[src/rtl/dmem_responder.sv]
`timescale 1ns/1ps
// dmem_responder: MEM-stage load/store responder on a single-beat 64-bit valid/ready bus.
// Handles lane alignment, strobes, load extension, misalignment, flush-abandon and response timeout.
module dmem_responder #(
    parameter int unsigned ADDR_W   = 64,
    parameter int unsigned MAX_WAIT = 255
) (
    input  logic              clk,
    input  logic              reset,
    input  logic              dcache_enable,
    input  logic              mem_is_load,
    input  logic              mem_is_store,
    input  logic [ADDR_W-1:0] mem_addr,
    input  logic [63:0]       mem_wdata,
    input  logic [1:0]        mem_size,
    input  logic              mem_unsigned,
    input  logic              mem_advance,
    output logic              dcache_valid,
    output logic              write_done,
    output logic [63:0]       rdata,
    output logic              misaligned,
    output logic              bus_error,
    output logic              bus_req_valid,
    input  logic              bus_req_ready,
    output logic              bus_req_write,
    output logic [ADDR_W-1:0] bus_req_addr,
    output logic [63:0]       bus_req_wdata,
    output logic [7:0]        bus_req_strb,
    input  logic              bus_resp_valid,
    input  logic [63:0]       bus_resp_data
);
    localparam int unsigned      CNT_W    = 8;
    localparam logic [CNT_W-1:0] CNT_LAST = CNT_W'(MAX_WAIT - 1);

    typedef enum logic [1:0] {S_IDLE, S_REQ, S_WAIT, S_DONE} state_t;

    state_t            r_state, w_state_nxt;
    logic              r_is_load, w_is_load_nxt;
    logic [2:0]        r_off, w_off_nxt;
    logic [1:0]        r_size, w_size_nxt;
    logic              r_uns, w_uns_nxt;
    logic [CNT_W-1:0]  r_cnt, w_cnt_nxt;
    logic              r_abandon, w_abandon_nxt;
    logic              r_dcache_valid, w_dcache_valid_nxt;
    logic              r_write_done, w_write_done_nxt;
    logic [63:0]       r_rdata, w_rdata_nxt;
    logic              r_misaligned, w_misaligned_nxt;
    logic              r_bus_error, w_bus_error_nxt;
    logic              r_req_valid, w_req_valid_nxt;
    logic              r_req_write, w_req_write_nxt;
    logic [ADDR_W-1:0] r_req_addr, w_req_addr_nxt;
    logic [63:0]       r_req_wdata, w_req_wdata_nxt;
    logic [7:0]        r_req_strb, w_req_strb_nxt;

    logic              w_req;
    logic              w_misaligned;
    logic [7:0]        w_strb;
    logic [63:0]       w_wdata_sh;
    logic [63:0]       w_resp_sh;
    logic              w_sext;
    logic [63:0]       w_load_data;
    logic              w_flush;

    assign w_req      = dcache_enable && (mem_is_load ^ mem_is_store);
    assign w_wdata_sh = mem_wdata << {mem_addr[2:0], 3'b000};
    assign w_resp_sh  = bus_resp_data >> {r_off, 3'b000};
    assign w_sext     = ~r_uns;
    assign w_flush    = r_abandon || !dcache_enable;

    // Alignment check and base strobe pattern from the access size
    always_comb begin
        w_misaligned = 1'b0;
        w_strb       = 8'h00;
        case (mem_size)
            2'd0: begin
                w_misaligned = 1'b0;
                w_strb       = 8'h01;
            end
            2'd1: begin
                w_misaligned = mem_addr[0];
                w_strb       = 8'h03;
            end
            2'd2: begin
                w_misaligned = |mem_addr[1:0];
                w_strb       = 8'h0F;
            end
            default: begin
                w_misaligned = |mem_addr[2:0];
                w_strb       = 8'hFF;
            end
        endcase
        w_strb = w_strb << mem_addr[2:0];
    end

    // Load result: lane-shifted response truncated to size, then extended
    always_comb begin
        w_load_data = w_resp_sh;
        case (r_size)
            2'd0:    w_load_data = {{56{w_sext & w_resp_sh[7]}},  w_resp_sh[7:0]};
            2'd1:    w_load_data = {{48{w_sext & w_resp_sh[15]}}, w_resp_sh[15:0]};
            2'd2:    w_load_data = {{32{w_sext & w_resp_sh[31]}}, w_resp_sh[31:0]};
            default: w_load_data = w_resp_sh;
        endcase
    end

    // Next-state and next-output logic
    always_comb begin
        w_state_nxt        = r_state;
        w_is_load_nxt      = r_is_load;
        w_off_nxt          = r_off;
        w_size_nxt         = r_size;
        w_uns_nxt          = r_uns;
        w_cnt_nxt          = r_cnt;
        w_abandon_nxt      = r_abandon;
        w_dcache_valid_nxt = r_dcache_valid;
        w_write_done_nxt   = r_write_done;
        w_rdata_nxt        = r_rdata;
        w_misaligned_nxt   = r_misaligned;
        w_bus_error_nxt    = r_bus_error;
        w_req_valid_nxt    = r_req_valid;
        w_req_write_nxt    = r_req_write;
        w_req_addr_nxt     = r_req_addr;
        w_req_wdata_nxt    = r_req_wdata;
        w_req_strb_nxt     = r_req_strb;

        case (r_state)
            S_IDLE: begin
                if (w_req) begin
                    w_is_load_nxt = mem_is_load;
                    w_off_nxt     = mem_addr[2:0];
                    w_size_nxt    = mem_size;
                    w_uns_nxt     = mem_unsigned;
                    if (w_misaligned) begin
                        w_state_nxt        = S_DONE;
                        w_misaligned_nxt   = 1'b1;
                        w_dcache_valid_nxt = mem_is_load;
                        w_write_done_nxt   = mem_is_store;
                        w_rdata_nxt        = 64'd0;
                    end else begin
                        w_state_nxt     = S_REQ;
                        w_req_valid_nxt = 1'b1;
                        w_req_write_nxt = mem_is_store;
                        w_req_addr_nxt  = {mem_addr[ADDR_W-1:3], 3'b000};
                        w_req_wdata_nxt = w_wdata_sh;
                        w_req_strb_nxt  = w_strb;
                    end
                end
            end
            S_REQ: begin
                if (!dcache_enable) w_abandon_nxt = 1'b1;
                if (bus_req_ready) begin
                    w_state_nxt     = S_WAIT;
                    w_cnt_nxt       = '0;
                    w_req_valid_nxt = 1'b0;
                    w_req_write_nxt = 1'b0;
                    w_req_addr_nxt  = '0;
                    w_req_wdata_nxt = 64'd0;
                    w_req_strb_nxt  = 8'h00;
                end
            end
            S_WAIT: begin
                w_cnt_nxt = r_cnt + CNT_W'(1);
                if (!dcache_enable) w_abandon_nxt = 1'b1;
                // A response in the last allowed cycle still wins over the timeout
                if (bus_resp_valid || (r_cnt == CNT_LAST)) begin
                    w_cnt_nxt = '0;
                    if (w_flush) begin
                        w_state_nxt   = S_IDLE;
                        w_abandon_nxt = 1'b0;
                    end else begin
                        w_state_nxt        = S_DONE;
                        w_dcache_valid_nxt = r_is_load;
                        w_write_done_nxt   = ~r_is_load;
                        w_bus_error_nxt    = ~bus_resp_valid;
                        w_rdata_nxt        = (bus_resp_valid && r_is_load) ? w_load_data : 64'd0;
                    end
                end
            end
            S_DONE: begin
                if (mem_advance || !dcache_enable) begin
                    w_state_nxt        = S_IDLE;
                    w_dcache_valid_nxt = 1'b0;
                    w_write_done_nxt   = 1'b0;
                    w_rdata_nxt        = 64'd0;
                    w_misaligned_nxt   = 1'b0;
                    w_bus_error_nxt    = 1'b0;
                end
            end
            default: w_state_nxt = S_IDLE;
        endcase
    end

    always_ff @(posedge clk or posedge reset) begin
        if (reset) begin
            r_state        <= S_IDLE;
            r_is_load      <= 1'b0;
            r_off          <= 3'd0;
            r_size         <= 2'd0;
            r_uns          <= 1'b0;
            r_cnt          <= '0;
            r_abandon      <= 1'b0;
            r_dcache_valid <= 1'b0;
            r_write_done   <= 1'b0;
            r_rdata        <= 64'd0;
            r_misaligned   <= 1'b0;
            r_bus_error    <= 1'b0;
            r_req_valid    <= 1'b0;
            r_req_write    <= 1'b0;
            r_req_addr     <= '0;
            r_req_wdata    <= 64'd0;
            r_req_strb     <= 8'h00;
        end else begin
            r_state        <= w_state_nxt;
            r_is_load      <= w_is_load_nxt;
            r_off          <= w_off_nxt;
            r_size         <= w_size_nxt;
            r_uns          <= w_uns_nxt;
            r_cnt          <= w_cnt_nxt;
            r_abandon      <= w_abandon_nxt;
            r_dcache_valid <= w_dcache_valid_nxt;
            r_write_done   <= w_write_done_nxt;
            r_rdata        <= w_rdata_nxt;
            r_misaligned   <= w_misaligned_nxt;
            r_bus_error    <= w_bus_error_nxt;
            r_req_valid    <= w_req_valid_nxt;
            r_req_write    <= w_req_write_nxt;
            r_req_addr     <= w_req_addr_nxt;
            r_req_wdata    <= w_req_wdata_nxt;
            r_req_strb     <= w_req_strb_nxt;
        end
    end

    assign dcache_valid  = r_dcache_valid;
    assign write_done    = r_write_done;
    assign rdata         = r_rdata;
    assign misaligned    = r_misaligned;
    assign bus_error     = r_bus_error;
    assign bus_req_valid = r_req_valid;
    assign bus_req_write = r_req_write;
    assign bus_req_addr  = r_req_addr;
    assign bus_req_wdata = r_req_wdata;
    assign bus_req_strb  = r_req_strb;

endmodule

[config.mk]
export PLATFORM = sky130hd
export DESIGN_NAME = dmem_responder
export DESIGN_NICKNAME = d
export VERILOG_FILES = /design/src/rtl/dmem_responder.sv
export SDC_FILE = /design/constraint.sdc
export NUM_CORES = 1
export LEC_CHECK = 0
export ABC_CLOCK_PERIOD_IN_PS = 12300
export BUFFER_PORTS_ARGS = -buffer_cell sky130_fd_sc_hd__clkbuf_2
export CAP_MARGIN = 15
export CORE_ASPECT_RATIO = 2
export CORE_MARGIN = 4
export CORE_UTILIZATION = 35
export DETAILED_ROUTE_END_ITERATION = 10
export PLACE_DENSITY = 0.63
export SETUP_SLACK_MARGIN = 0.05
export SYNTH_ARGS = -nofsm -noshare
export SYNTH_HDL_FRONTEND = slang
export SYNTH_SLANG_ARGS = --single-unit
[constraint.sdc]
create_clock -name clk -period 12.3 [get_ports clk]
set_input_delay 0.615 -clock clk [delete_from_list [all_inputs] [get_ports clk]]
set_output_delay 0.615 -clock clk [all_outputs]
set_load 0.01 [all_outputs]
Word level (Yosys, flattened, before mapping)
Index checks and enable logic that the tools add are counted.

cells by class
  muxes and demuxes = 58
  bitwise logic cells = 7
  shift-type cells = 3
  reduce and logical (&&, ||, !) cells = 23
  equal/unequal tests = 15
  $add $sub $neg = 1

operators by type and width
  operator                                                          count
  64-bit 2-to-1 mux                                                 11
  64-bit one-hot mux with 3 select lines                            2
  64-bit one-hot mux with 2 select lines                            2
  64-bit by 6-bit left shift with 64-bit output                     1
  64-bit by 6-bit >> shifter with 64-bit output                     1
  8-bit 2-to-1 mux                                                  4
  8-bit one-hot mux with 2 select lines                             2
  8-bit one-hot mux with 3 select lines                             1
  1-bit 2-to-1 mux                                                  21
  4-bit AND reduction                                               4
  2-bit != test (second input constant)                             7
  2-bit 2-to-1 mux                                                  6
  1-bit one-hot mux with 2 select lines                             5
  1-bit one-hot mux with 3 select lines                             3
  8-bit by 1-bit adder with 8-bit output (second input constant)    1
  2-bit == test (second input constant)                             4
  8-bit == test (second input constant)                             1
  2-bit one-hot mux with 4 select lines                             1
  2-bit nonzero test                                                4
  8-bit by 3-bit left shift with 8-bit output                       1
  2-bit by 1-bit == test with 1-bit output (second input constant)  3
  2-bit zero test                                                   3
  6-bit AND reduction                                               1
  2-bit AND reduction                                               2
  9 further kinds                                                   16

storage, ports and cells
  output and inout port bits = 206
  logic and storage cells = 124
  input port bits = 203
  flip-flop bits (word level) = 224

Logic depth before layout (Yosys ltp)
  depth after elaboration = 7
  mapped depth = 10
  gate-level depth less buffers = 8

Least setup slack after synthesis
OpenSTA, ideal clock, no wires.

  path kind = input to register
  from = input port mem_size[0]
  to = register r_req_wdata[55], in the netlist bus_req_wdata[55]
  arrival = 2.455 ns
  slack = 9.750 ns
  path buffers = 4
  setup time = 0.096 ns
  stages = 9
  required time = 12.204 ns
  path through = clkbuf_1 > a21oi_1 > o211a_1 > o21ai_1 > clkbuf_1 > clkbuf_1 > clkbuf_1 > nand2_1 > o31ai_1

on the way
  longest elaborated chain between the ends = 4
  elaborated cells on any way between the ends = 6
  classes of those cells = eq/ne: 3; mux: 1; reduce/logical: 2

ends and longest elaborated chain
  item                                       line  text
  start: declaration                         15    input logic [1:0] mem_size,
  2-bit == test (tied with other cells)      74    case (mem_size)
  1-bit one-hot mux with 3 select lines (*)  74
  2-bit != test (no source line) (*)         -
  4-bit AND reduction (no source line) (*)   -
  end signal: assignment                     228   r_req_wdata <= w_req_wdata_nxt;
  end: declaration                           52    logic [63:0] r_req_wdata, w_req_wdata_nxt;

Every way passes the cells marked *; elsewhere a longest branch is shown, timed or not.
A chain may end at the register's enable or synchronous reset.

Worst setup path in the final report
  from = register r_off[2]
  to = register r_rdata[36], in the netlist rdata[36]

on the way
  longest elaborated chain between the ends = 7
  elaborated cells on any way between the ends = 9
  classes of those cells = shift: 1; mux: 5; bitwise: 3

ends and longest elaborated chain
  item                                               line          text
  start: declaration                                 39            logic [2:0] r_off, w_off_nxt;
  start signal: assignment                           215           r_off <= w_off_nxt;
  64-bit by 6-bit >> shifter with 64-bit output (*)  66            assign w_resp_sh = bus_resp_data >> {r_off, 3'b000};
  1-bit AND (on tied branches)                       101, 100, 99
  64-bit one-hot mux with 3 select lines (*)         98            case (r_size)
  64-bit 2-to-1 mux (*)                              175           w_rdata_nxt = (bus_resp_valid && r_is_load) ? w_load_data : 64'd0;
  64-bit 2-to-1 mux (*)                              167           if (w_flush) begin
  64-bit 2-to-1 mux (*)                              165           if (bus_resp_valid || (r_cnt == CNT_LAST)) begin
  64-bit one-hot mux with 3 select lines (*)         126           case (r_state)
  end signal: assignment                             222           r_rdata <= w_rdata_nxt;
  end: declaration                                   46            logic [63:0] r_rdata, w_rdata_nxt;

Every way passes the cells marked *; elsewhere a longest branch is shown, timed or not. The select of a mux whose other input is x is not followed.

==> run metrics <==
status=complete, no violations; Clock Power Share=0.220; share of cells above drive strength 1=0.316; slew margin rel.=0.319; Non-Filler Instances=2039; routed len/inst=23.0 um; Buf/Inv on CP=1; Num CTS Buffers=22; Tcrit/Tclk final=0.363; clock sink count=221; worst slew pin tran=1020 ps; post-synth cell types=50; family with the most delay on the worst path=compound AO/OA/AOI/OAI gates; Synth Cell Area=12100 um2; Syn Area/Cell=9.59 um2; largest net degree at the start of global routing=122; DRT iter0 DRCs=596; Yosys top cell by area=dfrtp_1; placed cell count=1999; crit path DAT=4910 ps; Seq pwr share=0.322; Row Count=95; CP max FO=32; Sw Share=0.435; Vias/cell=5.41; crit end category=flip-flop; leading cell type in the layout, fill and taps excluded=clkbuf_2; first-pass GRT wire length=70500 um; Ant. Diodes=0; Post-synth EDFFs=0; Logic pwr share=0.458; Clock Tree Buf Depth=3; CP Launch Type=flip-flop; sequential fraction of the synthesis area=0.459; XOR/XNOR Fraction of Synth Area=0.00218; power per cell area=225 nW/um2; post-synthesis register bit count=221; Power Total=3.40 mW; initial antenna violation count=0; Syn Inst Count=1257; ys flop type=dfrtp_1; clk_skew=10.4 ps; RSZ-0062 raised after global routing=no; crit path cell chain=inv_1, mux4_2, or4_1, o21a_1, a21oi_4, a22o_1; Hold Path Class=in2async; antenna-violating nets left=0; GRT Util Overall=0.240; Hold Buf Count CTS=0; number of global-route vias before repair=11.4k; Final Max Slew Viols=0; upper clock frequency limit=224 MHz; worst vdd ir=124 uV; initial core utilization=0.357; core area=33800 um2; CP required=12750 ps; Slowest-stage cell, CP=dfrtp_1; CTS resizes=0; RD Place Congestion=1.02; number of warnings issued by yosys=0; delay of the slowest critical-path stage=980 ps; Crit Path Class=reg2reg; Die ar.=37700 um2; setup TNS=0 ps; worst setup margin=7840 ps; Root Buffer=clkbuf_16; Synth Area in Simple Gates=0.132; IO Count=409; CTS tree=done; internal power=1.92 mW; Final Hold Viols=0; Async SR Flop Fraction=1.00; Die X=139 um; count of input and output buffers=405; post-CTS setup repair buffer count=0; DRT Wirelength=47000 um; largest family of logic cells by synthesized area=compound AO/OA/AOI/OAI gates; most frequent cells in the layout=403 x clkbuf_2, 220 x dfrtp_1, 174 x nand2_1; tightest hold margin=205 ps; chip height=270 um; clock slew seen by the registers of the worst setup and hold paths=70 ps; Remaining DRCs=0; Area Overhead vs Synth=25.0%; Post-Place Setup Slack=7900 ps; post-synthesis adder-cell area fraction=0.00727; max cap viols=0; Via Count=11.0k; Leak=7.61 nW; # H-tree levels=1; gr ovfl total=0; P_sw=1.48 mW; Final setup viols=0; Tmin final=4460 ps; worst skew pair latency=510 ps; multiplexer area fraction after synthesis=0.123; post-DP HPWL=36800 um; Final Net Count=1797; compound-gate portion of the synthesized area=0.231; largest cells by area after synthesis=dfrtp_1 46%, mux2i_1 7.0%, o21ai_0 5.8%; top-area cell type share of the netlist area=0.459; Initial DRT Pass Iterations=4
## cells by family (layout without fill, tap and decap cells)
family | after synthesis | count (layout)
AOI/OAI and AO/OA | 425 | 425
and+or+nand+nor | 343 | 343
DFF | 221 | 221
buffers and inverters | 132 | 476
muxes | 125 | 125
adders and majority gates | 7 | 7
xor gates and xnor gates | 3 | 3
other | 1 | 3
## final timing paths
check / from / end / slack [ps] / cells past startpoint
min in group clk: mem_addr[29] / bus_req_addr[29] / 330 / 3
min reg2reg: bus_req_wdata[61] / bus_req_wdata[61] / 480 / 2
max in group asynchronous: reset / bus_req_wdata[13] / 10660 / 3
max reg2reg: r_off[2] / rdata[36] / 7840 / 6
min: reset / bus_req_addr[53] / 200 / 2
max: r_off[2] / rdata[36] / 7840 / 6
## Yosys cell counts (7+ instances only)
| master | count |
|---|---|
| dfrtp_1 | 221 |
| nand2_1 | 174 |
| o21ai_0 | 140 |
| clkbuf_1 | 86 |
| mux2i_1 | 84 |
| a22o_1 | 74 |
| nand2b_1 | 68 |
| a21oi_1 | 67 |
| nor2_1 | 48 |
| a211oi_1 | 39 |
| a21o_1 | 32 |
| mux2_2 | 25 |
| nor2b_1 | 22 |
| o31ai_1 | 22 |
| inv_1 | 17 |
| mux4_2 | 16 |
| buf_1 | 14 |
| o22ai_1 | 12 |
| o221ai_1 | 10 |
| a22oi_1 | 8 |
| ha_1 | 7 |
| nand3_1 | 7 |
| nor3_1 | 7 |
## per-layer routing
metal	track usage	share of wire	vias up
met5	0	0	-
met3	0.0372	0.057	110
met4	0.137	0.066	0
met2	0.453	0.54	480
met1	0.247	0.34	5272
li1	-	-	5177
## power by group through the flow
stage	Combinational (mW)	Clock, mW	Sequential, mW
after floorplan	0.956	0	1.13
after global placement	1.55	0	1.10
after detailed placement	1.56	0	1.10
after CTS	1.56	0.770	1.09
after global routing	1.70	0.796	1.12
final	1.56	0.748	1.09
## metrics by stage
stage           util  area [um2]
5_1_grt        0.446       15100
3_5_place_dp   0.423       14300
6_report       0.446       15100
4_1_cts        0.446       15100
3_3_place_gp   0.423       14300
2_1_floorplan      -       12100
## flip-flops by register name, summed over array words and instances, names as in the netlist, 2 cells and up
register / flops
r_size: 2
rdata: 64
bus_req_wdata: 64
bus_req_strb: 8
r_off: 3
r_cnt: 8
r_state: 2
bus_req_addr: 61
## area by class of cell
class,count,area (um2)
clock buffers,26,607
clock inverters,14,185
fillers,3357,18700
inverters,17,71.3
multi-input cells,906,6000
flip-flops and latches,221,5530
well taps,436,546
repair buffers,419,2130
No activity file was read; power rests on OpenSTA's default activity.
